### src/rtl/cla_seq_word_adder_pkg.sv
// Shared definitions for the nibble-serial CLA word adder.
//   state_t    : FSM states of the sequencer (IDLE, RUN)
//   NIBBLE_W   : width of one CLA slice
//   word_width : word width for a given number of slices
package cla_seq_word_adder_pkg;

    typedef enum logic {
        IDLE = 1'b0,
        RUN  = 1'b1
    } state_t;

    localparam int NIBBLE_W = 4;

    function automatic int word_width(input int nibbles);
        return NIBBLE_W * nibbles;
    endfunction

endpackage

### src/rtl/cla_seq_word_adder_cla4.sv
// 4-bit carry-lookahead adder slice.
// Ports:
//   a, b   : 4-bit operand nibbles
//   cin    : slice carry-in
//   s      : 4-bit sum nibble
//   c_msb  : carry into bit 3 (carry[2]), used for signed overflow
//   cout   : carry out of bit 3 (carry[3])
module cla_seq_word_adder_cla4 (
    input  logic       cin,
    input  logic [3:0] a,
    input  logic [3:0] b,
    output logic [3:0] s,
    output logic       c_msb,
    output logic       cout
);

    logic [3:0] g;
    logic [3:0] p;
    logic [3:0] carry;

    assign g = a & b;
    assign p = a ^ b;

    // Every carry is expanded directly from generate/propagate terms.
    assign carry[0] = g[0] | (p[0] & cin);
    assign carry[1] = g[1] | (p[1] & g[0]) | (p[1] & p[0] & cin);
    assign carry[2] = g[2] | (p[2] & g[1]) | (p[2] & p[1] & g[0])
                    | (p[2] & p[1] & p[0] & cin);
    assign carry[3] = g[3] | (p[3] & g[2]) | (p[3] & p[2] & g[1])
                    | (p[3] & p[2] & p[1] & g[0])
                    | (p[3] & p[2] & p[1] & p[0] & cin);

    assign s     = p ^ {carry[2:0], cin};
    assign c_msb = carry[2];
    assign cout  = carry[3];

endmodule

### src/rtl/cla_seq_word_adder.sv
// Multi-cycle WIDTH-bit adder/subtractor that feeds one nibble per cycle
// through a single 4-bit CLA, registering the slice carry between nibbles.
// Ports:
//   clk, rst   : clock, synchronous active-high reset
//   start      : request, accepted only while busy=0
//   sub        : 0 = a+b+cin, 1 = a-b (cin ignored)
//   a, b, cin  : operands, captured on accepted start
//   busy       : operation in progress
//   done       : one-cycle completion pulse
//   sum, cout  : result and final carry (sub mode: 1 = no borrow)
//   overflow   : signed overflow of the full-width result
module cla_seq_word_adder
    import cla_seq_word_adder_pkg::*;
#(
    parameter  int NIBBLES = 4,
    localparam int WIDTH   = word_width(NIBBLES),
    localparam int IDX_W   = $clog2(NIBBLES)
) (
    input  logic             clk,
    input  logic             rst,
    input  logic             start,
    input  logic             sub,
    input  logic [WIDTH-1:0] a,
    input  logic [WIDTH-1:0] b,
    input  logic             cin,
    output logic             busy,
    output logic             done,
    output logic [WIDTH-1:0] sum,
    output logic             cout,
    output logic             overflow
);

    state_t           state;
    state_t           state_n;
    logic [WIDTH-1:0] a_sh;
    logic [WIDTH-1:0] b_sh;
    logic [WIDTH-1:0] s_sh;
    logic             c_r;
    logic [IDX_W-1:0] idx;
    logic [3:0]       cla_s;
    logic             cla_c_msb;
    logic             cla_cout;
    logic             last;
    logic             accept;

    assign busy   = (state == RUN);
    assign last   = (idx == IDX_W'(NIBBLES - 1));
    assign accept = (state == IDLE) && start;

    cla_seq_word_adder_cla4 u_cla (
        .cin   (c_r),
        .a     (a_sh[3:0]),
        .b     (b_sh[3:0]),
        .s     (cla_s),
        .c_msb (cla_c_msb),
        .cout  (cla_cout)
    );

    always_comb begin
        state_n = state;
        case (state)
            IDLE:    if (start) state_n = RUN;
            RUN:     if (last)  state_n = IDLE;
            default: state_n = IDLE;
        endcase
    end

    // Control and visible result registers.
    always_ff @(posedge clk) begin
        if (rst) begin
            state    <= IDLE;
            done     <= 1'b0;
            sum      <= '0;
            cout     <= 1'b0;
            overflow <= 1'b0;
        end else begin
            state <= state_n;
            done  <= busy && last;
            if (busy && last) begin
                sum      <= {cla_s, s_sh[WIDTH-1:NIBBLE_W]};
                cout     <= cla_cout;
                overflow <= cla_cout ^ cla_c_msb;
            end
        end
    end

    // Operand/sum shifters and the inter-nibble carry. Subtraction is
    // a + ~b + 1, so the +1 rides in on the initial carry.
    always_ff @(posedge clk) begin
        if (accept) begin
            a_sh <= a;
            b_sh <= sub ? ~b : b;
            c_r  <= sub ? 1'b1 : cin;
            idx  <= '0;
        end else if (busy) begin
            a_sh <= a_sh >> NIBBLE_W;
            b_sh <= b_sh >> NIBBLE_W;
            s_sh <= {cla_s, s_sh[WIDTH-1:NIBBLE_W]};
            c_r  <= cla_cout;
            idx  <= idx + IDX_W'(1);
        end
    end

endmodule

### config.mk
export PLATFORM = sky130hd
export DESIGN_NAME = cla_seq_word_adder
export DESIGN_NICKNAME = d
export VERILOG_FILES = /design/src/rtl/cla_seq_word_adder_pkg.sv /design/src/rtl/cla_seq_word_adder_cla4.sv /design/src/rtl/cla_seq_word_adder.sv
export SDC_FILE = /design/constraint.sdc
export NUM_CORES = 1
export LEC_CHECK = 0
export BUFFER_PORTS_ARGS = -buffer_cell sky130_fd_sc_hd__buf_4
export CAP_MARGIN = 10
export CORE_MARGIN = 2
export CORE_UTILIZATION = 40
export CTS_CLUSTER_SIZE = 14
export DETAILED_ROUTE_END_ITERATION = 6
export HOLD_SLACK_MARGIN = 0.08
export PLACE_DENSITY_LB_ADDON = 0.12
export SYNTH_ARGS = -nofsm -noshare
export SYNTH_HDL_FRONTEND = slang
export SYNTH_SLANG_ARGS = --single-unit
### constraint.sdc
create_clock -name clk -period 4.4 [get_ports clk]
set_input_delay 0.44 -clock clk [delete_from_list [all_inputs] [get_ports clk]]
set_output_delay 0.44 -clock clk [all_outputs]
set_load 0.05 [all_outputs]
==> out/metrics.csv <==
metric,value,unit
drive_gt1_share,27.8,%
slowest_delay,830,ps
ys_seq_area_share,66.3,%
dp_slack,2360,ps
final.period_utilization,45.2,%
die_height,86.2,um
worstSetupPathDepth,1,
clk_pin_slew,70,ps
setup_violations,0,
yosys.area_share.simple,10.6,%
grt_max_degree,41,
synthMuxAreaShare,1.11,%
cp-start-kind,register,
cts_setup_buffers,0,
grt.overflow.total,0,
clkLatencyLatePin,330,ps
drtIter0Drc,67,
cp-end-kind,register,
fin_setup_tns,0,ps
arrival,1950,ps
wirelength_met1,1970,um
start_util,41.8,%
worst_ir_drop_vdd,0.229,mV
post-dp-hpwl,2960,um
synth_xor_area_share,6.16,%
synthAdderAreaFrac,3.06,%
fin_skew,7.06,ps
critPathTopFamily,flip-flops,
holdPathStages,2,
rsz0062_at_grt,false,
cp_cell_sequence,or2_2,
status,"finished, final reports clean",
dr_wl_met2,2220,um
synthToLayoutAreaGrowth,26.1,%
p_leak,1.44,nW
critPathRequiredTime,4360,ps
numPortBuffers,56,
gp_congestion,0.685,
slowest_stage,dfxtp_1,
drc,0,
ctsHoldBuffers,0,
grt_first_pass_wirelength,7690,um
synth_top_family_by_area,simple AND/OR/NAND/NOR gates,
synth_top_area_share,50.0,%
wl_met3,311,um
clock_path_buffers,2,
setup_ws,2410,ps
layout.nets,319,
cts_tree,done,
grt_usage,13.6,%
pin_count,57,
synth_compound_area_share,9.81,%
crit_path_max_fanout,35,
die_area,0.00743,mm^2
nFillCells,598,
drt-total-wl,4540,um
fp-row-count,29,
path_class,reg -> reg,
maxCapViolCount,0,
cts_max_level,3,
clock_sinks,67,
firstDrtPassIters,4,
synth_cell_types,30,
reg2reg_slack,2410,ps
cellPowerDensity,456,mW/mm^2
ys_ff_latch,67,
final_antenna_net_count,0,
synth_cells,218,
n_antenna_cell,0,
hold_class,in -> reg,
maxUsedRoutingLayer,met4,
coreArea,0.00646,mm^2
tightest_slew,859,ps
synth.area.top_cells,"edfxtp_1 50%, dfxtp_1 16%, xnor2_1 6.2%",
die_w,86.2,um
cts_root_buffer,clkbuf_8,
syn_avg_cell_area,12.4,um^2
cts_resized,0,
ys_warn_count,0,
grt_pass1_vias,1652,
post-route-min-period,1990,ps
slew_violations,0,
timing.fmax,502,MHz
finalHoldViolCount,0,
crit_buf_inv,0,
routed-via-count,1690,
avgRoutedWirePerCell,12.7,um
reg2regPathDepth,1,
numCtsBuffers,9,
antenna_found_initial,0,
yosysTopAreaCell,edfxtp_1,
syn_nets,261,
viasPerCell,4.72,
slew_headroom,42.7,%
syn-cell-area,0.00270,mm^2
-- worst paths after layout --
path | start | endpoint
worst max register to register | busy$_SDFF_PP0_ | b_sh[5]$_DFFE_PP_
worst min register to register | s_sh[14]$_DFFE_PP_ | s_sh[10]$_DFFE_PP_
worst max-delay path | busy$_SDFF_PP0_ | b_sh[5]$_DFFE_PP_
worst min-delay path | rst | cout$_SDFFE_PP0P_
-- metrics by stage --
step                instance area, um^2  cells  power (mW)  utilization, %  hold WS (ps)
finish                             3410    358        1.55            52.8           310
global route                       3410    358        1.63            52.8           292
CTS                                3410    358        1.57            52.8           290
detailed placement                 3180    342        1.00            49.2           441
global placement                   3180    342       0.994            49.2           435
floorplan                          2700    218       0.934               -           427
-- logic make-up (layout without fill, tap and decap cells) --
| logic type | count (synthesis) | count (layout) |
|---|---|---|
| muxes | 3 | 3 |
| DFF | 67 | 67 |
| adders and majority gates | 6 | 6 |
| and+or+nand+nor | 69 | 69 |
| buffers and inverters | 17 | 80 |
| AOI/OAI and AO/OA | 37 | 37 |
| xor gates and xnor gates | 19 | 19 |
-- cells in the mapped netlist (all sizes together) --
library cell,count
a22o,15
inv,6
o22ai,1
nor2b,1
ha,5
clkbuf,4
a31oi,1
clkinv,1
buf,6
and2,5
xnor2,19
nand2b,1
o21a,1
fa,1
edfxtp,45
nor2,17
or2,2
nor3,1
nand2,42
o21ai,4
a211o,1
a21oi,14
dfxtp,22
mux2i,3
-- layer usage --
metal  vias to the layer above  GRT usage [%]
li1                        871              -
met1                       766           15.6
met2                        48           22.8
met3                         5           6.38
met4                         0           3.84
met5                         -              0
-- registers in the layout, summed over array words and instances, names as in the netlist --
register	flops
overflow	1
cout	1
idx	2
a_sh	16
c_r	1
done	1
sum	16
s_sh	12
busy	1
b_sh	16
-- where the power goes --
| part | total (mW) | internal (mW) | switching (mW) |
|---|---|---|---|
| clock | 0.569 | 0.345 | 0.224 |
| combinational | 0.202 | 0.0905 | 0.112 |
| sequential | 0.781 | 0.755 | 0.0266 |
-- layout by cell type (no fill, tap or decap), types with 5 or more instances in the layout --
master	count
buf_4	57
a21oi_1	12
xnor2_1	19
nor2_1	17
inv_1	6
a22o_1	15
edfxtp_1	45
nand2_1	42
dfxtp_1	22
clkbuf_8	10
ha_1	5
and2_1	5
-- final cells by class --
type | count | area, um^2 | area share, %
Clock buffer | 13 | 191 | 5.62
Sequential cell | 67 | 1790 | 52.6
Tap cell | 77 | 96.3 | 2.83
Multi-Input combinational cell | 134 | 832 | 24.4
Timing Repair Buffer | 57 | 428 | 12.6
Inverter | 7 | 27.5 | 0.808
Clock inverter | 3 | 40.0 | 1.18
Power figures use the tool's default switching activity.
